==> src/rtl/mips_pkg.sv <==
// Shared MIPS definitions for the memory stage: opcodes, M-stage FSM encoding
// and the default bubble instruction word.
package mips_pkg;

    localparam logic [5:0] OP_LB  = 6'h20;
    localparam logic [5:0] OP_LH  = 6'h21;
    localparam logic [5:0] OP_LW  = 6'h23;
    localparam logic [5:0] OP_LBU = 6'h24;
    localparam logic [5:0] OP_LHU = 6'h25;
    localparam logic [5:0] OP_SB  = 6'h28;
    localparam logic [5:0] OP_SH  = 6'h29;
    localparam logic [5:0] OP_SW  = 6'h2B;

    localparam logic [31:0] NOP_WORD = 32'h0000_0000;

    typedef enum logic [1:0] {
        ST_IDLE = 2'd0,
        ST_BUSY = 2'd1,
        ST_DONE = 2'd2
    } mstate_e;

    function automatic logic is_load(input logic [5:0] op);
        return (op == OP_LW) || (op == OP_LB) || (op == OP_LBU) ||
               (op == OP_LH) || (op == OP_LHU);
    endfunction

    function automatic logic is_store(input logic [5:0] op);
        return (op == OP_SW) || (op == OP_SB) || (op == OP_SH);
    endfunction

endpackage

==> src/rtl/mem_access_stage_load_ext.sv <==
// Load data extraction: selects the byte/half lane addressed by the low
// address bits and sign- or zero-extends it to 32 bits.
module load_ext
    import mips_pkg::*;
(
    input  logic [5:0]  op_i,
    input  logic [1:0]  addr_i,
    input  logic [31:0] rdata_i,
    output logic [31:0] result_o
);

    logic [7:0]  byte_v;
    logic [15:0] half_v;

    always_comb begin
        case (addr_i)
            2'd0:    byte_v = rdata_i[7:0];
            2'd1:    byte_v = rdata_i[15:8];
            2'd2:    byte_v = rdata_i[23:16];
            default: byte_v = rdata_i[31:24];
        endcase
        half_v = addr_i[1] ? rdata_i[31:16] : rdata_i[15:0];
    end

    always_comb begin
        case (op_i)
            OP_LB:   result_o = {{24{byte_v[7]}}, byte_v};
            OP_LBU:  result_o = {24'h0, byte_v};
            OP_LH:   result_o = {{16{half_v[15]}}, half_v};
            OP_LHU:  result_o = {16'h0, half_v};
            default: result_o = rdata_i;
        endcase
    end

endmodule

==> src/rtl/mem_access_stage.sv <==
// MIPS M stage with M/W register: drives a req/ack data memory and stalls the
// pipe while busy. Optional misalignment trap via MEM_ALIGN_CHECK_EN.
module mem_access_stage
    import mips_pkg::*;
#(
    parameter int          DM_WAIT_MAX = 64,
    parameter logic [31:0] NOP_INSTR   = mips_pkg::NOP_WORD
) (
    input  logic        clk,
    input  logic        reset,
    input  logic [31:0] instr_m,
    input  logic [31:0] aluout_m,
    input  logic [31:0] wdata_m,
    input  logic [31:0] pc8_m,
    output logic        dm_req,
    output logic        dm_we,
    output logic [3:0]  dm_be,
    output logic [31:0] dm_addr,
    output logic [31:0] dm_wdata,
    input  logic        dm_ack,
    input  logic [31:0] dm_rdata,
    output logic        stall_m,
    output logic        bus_err,
    output logic [31:0] instr_w,
    output logic [31:0] aluout_w,
    output logic [31:0] dmout_w,
    output logic [31:0] pc8_w
`ifdef MEM_ALIGN_CHECK_EN
    ,
    output logic        align_exc
`endif
);

    localparam logic [7:0] WAIT_LAST = 8'(DM_WAIT_MAX - 1);

    mstate_e     state_q, state_d;
    logic [7:0]  cnt_q, cnt_d;
    logic        req_q, req_d;
    logic        we_q, we_d;
    logic [3:0]  be_q, be_d;
    logic [31:0] addr_q, addr_d;
    logic [31:0] wd_q, wd_d;
    logic        berr_q, berr_d;
    logic [31:0] ld_q, ld_d;
    logic [5:0]  op_q, op_d;
    logic [1:0]  off_q, off_d;
    logic [31:0] instr_w_q, instr_w_d;
    logic [31:0] aluout_w_q, aluout_w_d;
    logic [31:0] dmout_w_q, dmout_w_d;
    logic [31:0] pc8_w_q, pc8_w_d;
    logic        aexc_q, aexc_d;

    logic [5:0]  op_m;
    logic        mem_m;
    logic        misalign_m;
    logic        access_m;
    logic        trap_m;
    logic        timeout;
    logic        fmt_we;
    logic [3:0]  fmt_be;
    logic [31:0] fmt_wd;
    logic [31:0] ext_data;

    assign op_m  = instr_m[31:26];
    assign mem_m = is_load(op_m) || is_store(op_m);

    always_comb begin
        misalign_m = 1'b0;
        if ((op_m == OP_LW) || (op_m == OP_SW))
            misalign_m = (aluout_m[1:0] != 2'b00);
        else if ((op_m == OP_LH) || (op_m == OP_LHU) || (op_m == OP_SH))
            misalign_m = aluout_m[0];
    end

`ifdef MEM_ALIGN_CHECK_EN
    assign access_m = mem_m && !misalign_m;
    assign trap_m   = mem_m && misalign_m;
`else
    assign access_m = mem_m;
    assign trap_m   = 1'b0;
`endif

    // Byte enables for loads as well, so the memory sees which lanes are used.
    always_comb begin
        fmt_we = 1'b0;
        fmt_be = 4'b0000;
        fmt_wd = 32'h0;
        case (op_m)
            OP_SW: begin
                fmt_we = 1'b1;
                fmt_be = 4'b1111;
                fmt_wd = wdata_m;
            end
            OP_SH: begin
                fmt_we = 1'b1;
                fmt_be = aluout_m[1] ? 4'b1100 : 4'b0011;
                fmt_wd = {2{wdata_m[15:0]}};
            end
            OP_SB: begin
                fmt_we = 1'b1;
                fmt_be = 4'b0001 << aluout_m[1:0];
                fmt_wd = {4{wdata_m[7:0]}};
            end
            OP_LW:          fmt_be = 4'b1111;
            OP_LH, OP_LHU:  fmt_be = aluout_m[1] ? 4'b1100 : 4'b0011;
            OP_LB, OP_LBU:  fmt_be = 4'b0001 << aluout_m[1:0];
            default: ;
        endcase
    end

    load_ext u_load_ext (
        .op_i     (op_q),
        .addr_i   (off_q),
        .rdata_i  (dm_rdata),
        .result_o (ext_data)
    );

    assign timeout = (state_q == ST_BUSY) && !dm_ack && (cnt_q == WAIT_LAST);

    always_ff @(posedge clk) begin
        if (reset) begin
            state_q <= ST_IDLE;
        end else begin
            state_q <= state_d;
        end
    end

    always_comb begin
        state_d = state_q;
        case (state_q)
            ST_IDLE: if (access_m) state_d = ST_BUSY;
            ST_BUSY: if (dm_ack || timeout) state_d = ST_DONE;
            ST_DONE: state_d = ST_IDLE;
            default: state_d = ST_IDLE;
        endcase
    end

    // W defaults to a bubble; only a completing or non-memory instruction overrides it.
    always_comb begin
        stall_m    = 1'b0;
        cnt_d      = cnt_q;
        req_d      = req_q;
        we_d       = we_q;
        be_d       = be_q;
        addr_d     = addr_q;
        wd_d       = wd_q;
        berr_d     = berr_q;
        ld_d       = ld_q;
        op_d       = op_q;
        off_d      = off_q;
        instr_w_d  = NOP_INSTR;
        aluout_w_d = 32'h0;
        dmout_w_d  = 32'h0;
        pc8_w_d    = 32'h0;
        aexc_d     = 1'b0;
        case (state_q)
            ST_IDLE: begin
                if (access_m) begin
                    stall_m = 1'b1;
                    req_d   = 1'b1;
                    we_d    = fmt_we;
                    be_d    = fmt_be;
                    addr_d  = {aluout_m[31:2], 2'b00};
                    wd_d    = fmt_wd;
                    op_d    = op_m;
                    off_d   = aluout_m[1:0];
                    cnt_d   = 8'd0;
                end else if (trap_m) begin
                    aexc_d = 1'b1;
                end else begin
                    instr_w_d  = instr_m;
                    aluout_w_d = aluout_m;
                    pc8_w_d    = pc8_m;
                end
            end
            ST_BUSY: begin
                stall_m = 1'b1;
                cnt_d   = cnt_q + 8'd1;
                if (dm_ack) begin
                    req_d = 1'b0;
                    ld_d  = is_load(op_q) ? ext_data : 32'h0;
                end else if (timeout) begin
                    req_d  = 1'b0;
                    berr_d = 1'b1;
                    ld_d   = 32'h0;
                end
            end
            ST_DONE: begin
                cnt_d      = 8'd0;
                instr_w_d  = instr_m;
                aluout_w_d = aluout_m;
                dmout_w_d  = ld_q;
                pc8_w_d    = pc8_m;
            end
            default: ;
        endcase
    end

    always_ff @(posedge clk) begin
        if (reset) begin
            cnt_q      <= 8'd0;
            req_q      <= 1'b0;
            we_q       <= 1'b0;
            be_q       <= 4'b0000;
            addr_q     <= 32'h0;
            wd_q       <= 32'h0;
            berr_q     <= 1'b0;
            ld_q       <= 32'h0;
            op_q       <= 6'h0;
            off_q      <= 2'b00;
            instr_w_q  <= NOP_INSTR;
            aluout_w_q <= 32'h0;
            dmout_w_q  <= 32'h0;
            pc8_w_q    <= 32'h0;
            aexc_q     <= 1'b0;
        end else begin
            cnt_q      <= cnt_d;
            req_q      <= req_d;
            we_q       <= we_d;
            be_q       <= be_d;
            addr_q     <= addr_d;
            wd_q       <= wd_d;
            berr_q     <= berr_d;
            ld_q       <= ld_d;
            op_q       <= op_d;
            off_q      <= off_d;
            instr_w_q  <= instr_w_d;
            aluout_w_q <= aluout_w_d;
            dmout_w_q  <= dmout_w_d;
            pc8_w_q    <= pc8_w_d;
            aexc_q     <= aexc_d;
        end
    end

    assign dm_req   = req_q;
    assign dm_we    = we_q;
    assign dm_be    = be_q;
    assign dm_addr  = addr_q;
    assign dm_wdata = wd_q;
    assign bus_err  = berr_q;
    assign instr_w  = instr_w_q;
    assign aluout_w = aluout_w_q;
    assign dmout_w  = dmout_w_q;
    assign pc8_w    = pc8_w_q;

`ifdef MEM_ALIGN_CHECK_EN
    assign align_exc = aexc_q;
`else
    logic unused_aexc;
    assign unused_aexc = aexc_q;
`endif

endmodule

==> config.mk <==
export PLATFORM = sky130hd
export DESIGN_NAME = mem_access_stage
export DESIGN_NICKNAME = d
export VERILOG_FILES = /design/src/rtl/mips_pkg.sv /design/src/rtl/mem_access_stage_load_ext.sv /design/src/rtl/mem_access_stage.sv
export SDC_FILE = /design/constraint.sdc
export NUM_CORES = 1
export LEC_CHECK = 0
export BUFFER_PORTS_ARGS = -buffer_cell sky130_fd_sc_hd__buf_4
export CORE_ASPECT_RATIO = 1.4
export CORE_MARGIN = 1.5
export CORE_UTILIZATION = 40
export CTS_CLUSTER_SIZE = 14
export DETAILED_ROUTE_END_ITERATION = 16
export HOLD_SLACK_MARGIN = 0.08
export PLACE_DENSITY_LB_ADDON = 0.3
export SYNTH_ARGS = -nofsm -noshare
export SYNTH_HDL_FRONTEND = slang
export SYNTH_SLANG_ARGS = --single-unit
==> constraint.sdc <==
create_clock -name clk -period 2.4 [get_ports clk]
set_clock_uncertainty 0.2 [all_clocks]
set_input_delay 0.24 -clock clk [delete_from_list [all_inputs] [get_ports clk]]
set_output_delay 0.24 -clock clk [all_outputs]
set_load 0.05 [all_outputs]
## Word level (Yosys, flattened, before mapping)

Cells that the tools add are included.

| word-level totals | value |
|---|---|
| bits in registers | 247 |
| latch bits | 0 |
| memory bits (writable) | 0 |
| ROM bits | 0 |
| bits of input ports | 163 |
| output and inout port bits | 200 |
| word-level logic and storage cells | 98 |
| memories | 0 |

| cells by class | value |
|---|---|
| add/sub/neg operators | 1 |
| multiply operators | 0 |
| divide/modulo/power cells | 0 |
| order comparisons | 0 |
| equality and inequality tests | 21 |
| shifts and indexed selects | 1 |
| muxes and demuxes | 27 |
| bitwise operators | 2 |
| reductions and logical operators | 31 |

Operator list:

| cell | count |
|---|---|
| $mux W32 | 6 |
| $pmux W32 S2 | 3 |
| $pmux W32 S4 | 1 |
| $pmux W32 S3 | 1 |
| $eq A6 B6 Y1 const B | 13 |
| $pmux W8 S3 | 2 |
| $mux W16 | 1 |
| $logic_or A1 B1 Y1 | 12 |
| $pmux W4 S3 | 1 |
| $reduce_or A3 Y1 | 3 |
| $add A8 B1 Y8 const B | 1 |
| $eq A8 B6 Y1 const B | 1 |
| $mux W8 | 1 |
| $reduce_and A2 Y1 | 4 |
| $reduce_and A3 Y1 | 2 |
| $mux W1 | 5 |
| $eq A2 B1 Y1 const B | 2 |
| $eq A2 B2 Y1 const B | 2 |
| $logic_not A2 Y1 | 2 |
| $mux W2 | 2 |
| $mux W4 | 1 |
| $pmux W1 S2 | 2 |
| $pmux W2 S2 | 1 |
| $reduce_bool A2 Y1 | 2 |
| other kinds (9) | 12 |

## Logic depth before layout (Yosys ltp)

| depth | value |
|---|---|
| depth in word-level cells | 8 |
| gate-level depth with buffers | 8 |
| gate-level depth less buffers | 6 |

## Cells and area by module

A second synthesis with hierarchy kept.

| unflattened totals | value |
|---|---|
| cells, all modules | 959 |
| area, all modules | 9230.1 um^2 |

Modules (own cells, without submodules):

| module | times used | cells an instance | area an instance (um^2) | sequential area each (um^2) |
|---|---|---|---|---|
| mem_access_stage | 1 | 846 | 8348.0 | 4944.7 |
| load_ext | 1 | 113 | 882.1 | 0.0 |

## Worst setup path before layout

Ideal clock, no wire load.

| path | value |
|---|---|
| path type | register -> output |
| start | register state_q[0] |
| end | output port stall_m |
| arrival | 1.704 ns |
| data required time | 1.960 ns |
| setup slack | 0.256 ns |
| stages on the path, launching flop included | 8 |
| buffers on the path | 2 |
| path through | dfxtp_1 inv_1 ha_1 and3b_1 o21ai_1 buf_2 buf_2 nand2_1 |

| on the way | value |
|---|---|
| longest elaborated chain between the ends | 2 |
| elaborated cells on any way between the ends | 3 |
| those cells by class | eq/ne: 1; mux: 1; reduce/logical: 1 |

RTL lines:

| what | line | RTL |
|---|---|---|
| from (decl) | mem_access_stage.sv:36 | `mstate_e state_q, state_d;` |
| from (signal assigned) | mem_access_stage.sv:124 | `state_q <= state_d;` |
| $eq A2 B1 Y1 / $logic_not A2 Y1 (equally long branches) | mem_access_stage.sv:156 | `case (state_q)` |
| $pmux W1 S2 (*) | mem_access_stage.sv:156 |  |
| to (decl) | mem_access_stage.sv:22 | `output logic stall_m,` |

Mark *: on every way between the ends. The rest lies on a longest branch, timed or not.

## Worst setup path after layout

Ends and elaborated chain as after synthesis.

==> reports/results.txt <==
Yosys top cell area share: 0.5688
Reg clk slew, reported paths: 0.06 ns
RSZ-0062 raised after global routing: no
DRC Markers: 0
largest net degree at the start of global routing: 48
sequential-to-total area share from yosys stat: 0.5688
synth cell count leaders: 247 x dfxtp_1, 136 x and2_1, 95 x nand2_1
pwr/cell area: 721.9 mW/mm2
most common cell in the synthesized netlist: dfxtp_1
Least-Margin Pin Slew: 0.7813 ns
CTS Buffer Depth: 3
die height: 177.4 um
CTS H-tree lvls: 1
nets: 1571
Mapped Avg Cell Area: 9.901 um2
Clock Latency Late Sink: 0.52 ns
Synth area leader: dfxtp_1
Total GRT Usage: 0.2539
Register-to-Register Path Depth: 6
Worst path max stage delay: 0.34 ns
Detail Route Antenna Nets: 0
Via density: 5.090
wire per inst: 17.82 um
CP endpoint kind: primary output
logic gate share of total power: 0.204
final setup margin: 0.1382 ns
Sink Count: 247
Num CTS Buffers: 25
r2r setup slk: 0.18 ns
grt total ovfl: 0
pre-CTS setup slack: -0.05201 ns
#FFs+latches synth: 247
IO Pins: 363
Synthesis Warnings: 0
via count: 8566
Clock Power Share: 0.370
routability cong.: 0.8427
Sequential Power Share: 0.426
Critical Path AT: 1.82 ns
effective utilization at floorplan: 0.4085
minimum clock period: 2.262 ns
worst min-delay path category: in2reg
Synth Instances: 878
period utilisation layout: 0.9424
switching share of power: 0.2914
Crit Path Max Fanout: 8
WL final: 29990 um
CTS Root Cell: clkbuf_16
initial antenna violation count: 1
Reg2Reg Launch Point: state_q[1]
Int Pwr: 7.293 mW
fmax: 442.1 MHz
largest cells by area after synthesis: dfxtp_1 57%, and2_1 9.8%, nand2_1 4.1%, a21oi_1 2.8%, a22o_1 2.5%
cells along the critical path: inv_1, ha_4, and3b_2, o21ai_4, nand2_2, buf_6
final setup fails: 0
sw power: 2.998 mW
WHS Endpoint: dm_be[1]
hold wc startpoint: instr_m[28]
final-report hold violation count: 0
die area: 0.02264 mm2
ys flop type: dfxtp_1
final hold slack: 0.1755 ns
row cnt: 63
Worst Path Required: 1.96 ns
port bufs: 360
core region area: 0.02128 mm2
Crit Path Category: reg2out
layout cells sized above 1: 0.3214
Tot Pwr: 10.29 mW
Filler cells: 1622
Hold Crit Depth: 5
run status: complete, no violations
DIE WIDTH: 127.6 um
first-pass GRT wire length: 45570 um
detailed placer's ending HPWL: 19460 um
Layout area overhead: 63.97%
Pre-antenna DRT Iters: 5
Mapped Area: 0.008693 mm2
First DRT Iteration DRCs: 457
Slew Viols, Final: 0
CTS tree: done
Worst setup SP type: register
Pleak: 6.314 nW
critical path's slowest cell: dfxtp_1
Synth cell types: 51
Post-synth EDFFs: 0
Async SR Flop Fraction: 0
vias in the first global route: 8709
max cap viols: 0
slew margin rel.: 0.4791
maximum vdd drop: 0.0006850 V
reg-to-reg critical path endpoint: ld_q[19]
registers in the layout (all words and copies together) (netlist names):
name and cells:
cnt_q 8, dm_we 1, aluout_w 32, pc8_w 32
instr_w 32, dm_wdata 32, dm_req 1, state_q 2
ld_q 32, dm_addr 30, op_q 6, bus_err 1
dmout_w 32, dm_be 4, off_q 2
cell families after synthesis:
group	Yosys count	synth area share
other cells	1	0.0004314
fa+ha+maj	4	0.005757
compound gates	175	0.1432
buf+inv	71	0.03397
flops	247	0.5688
mux	21	0.03454
simple gates	359	0.2133
power by group through the flow:
stage          sequential [mW]  clock (mW)  combinational (mW)
6_report                  4.38        3.81                2.10
5_1_grt                   4.40        4.05                2.20
3_3_place_gp              4.46           0                1.82
4_1_cts                   4.38        3.88                2.07
2_1_floorplan             5.14           0               0.433
3_5_place_dp              4.47           0                1.83
layout make-up:
type | instances | area, um2 | area share
multi-input combinational | 563 | 3532 | 0.2478
antenna | 1 | 2.502 | 0.0001755
timing repair buffer | 555 | 4601 | 0.3227
sequential | 247 | 4945 | 0.3469
tap | 260 | 325.3 | 0.02282
inverter | 12 | 45.04 | 0.003160
clock inverter | 12 | 108.9 | 0.007636
clock buffer | 33 | 695.7 | 0.04880
worst max-delay path, delay by kind of cell, from the launching register on:
family	cells	cell delay, ns
AOI/OAI and AO/OA	1	0.09
adders and majority gates	1	0.20
and+or+nand+nor	2	0.37
buffers and inverters	2	0.31
DFF	1	0.34
routing by layer:
layer,vias up,global-route usage,part of all wire
li1,4059,-,-
met5,-,0,0
met2,337,0.4725,0.53
met3,83,0.05457,0.059
met1,4087,0.2741,0.38
met4,0,0.1119,0.039
through the flow:
step	cells	cell area, um2	TNS [ns]	util
2_1_floorplan	879	8697	0	-
3_3_place_gp	1470	11750	0	0.5521
3_5_place_dp	1470	11750	-0.1745	0.5521
4_1_cts	1678	14210	0	0.6676
5_1_grt	1683	14250	0	0.6698
6_report	1683	14250	0	0.6698
layout by cell type (no fill, tap or decap), types with 3 or more instances in the layout:
cell type      instances
a2111o_1               3
a211oi_1               4
a21o_1                 5
a21oi_1               49
a221o_1               15
a221oi_1               8
a22o_1                25
a31oi_1                5
a32o_1                 6
and2_1               136
and3_1                 3
buf_4                390
clkbuf_1               4
clkbuf_16             25
clkbuf_8               4
clkinv_2               6
dfxtp_1              247
dlygate4sd3_1        162
inv_1                 11
mux2i_1               12
mux4_2                 7
nand2_1               94
nand2b_1              15
nand3_1               19
nand3b_1               4
nand4_1                3
nor2_1                51
nor2b_1                6
nor3_1                16
nor4_1                 4
o211a_1                3
o211ai_1               5
o21ai_0               21
o21ai_1               11
worst max path at each step:
stage               depth (start not counted)        start  slack [ns]     endpoint
CTS                                         6   state_q[0]        0.02      stall_m
global route                                6  instr_m[26]        0.05  dm_wdata[4]
floorplan                                   7   state_q[0]        0.26      stall_m
global placement                            6   state_q[1]        0.10     ld_q[18]
finish                                      6   state_q[0]        0.14      stall_m
detailed placement                          6   state_q[1]       -0.05     ld_q[18]
repair_timing:
action,in CTS,in global routing
hold buffers,162,0
cloned,1,1
endpoints found under the setup margin,10,20
pin swaps,0,1
setup buffers,0,3
endpoints found under the hold margin,213,0
gates resized for setup,7,1
Power figures use the tool's default switching activity.
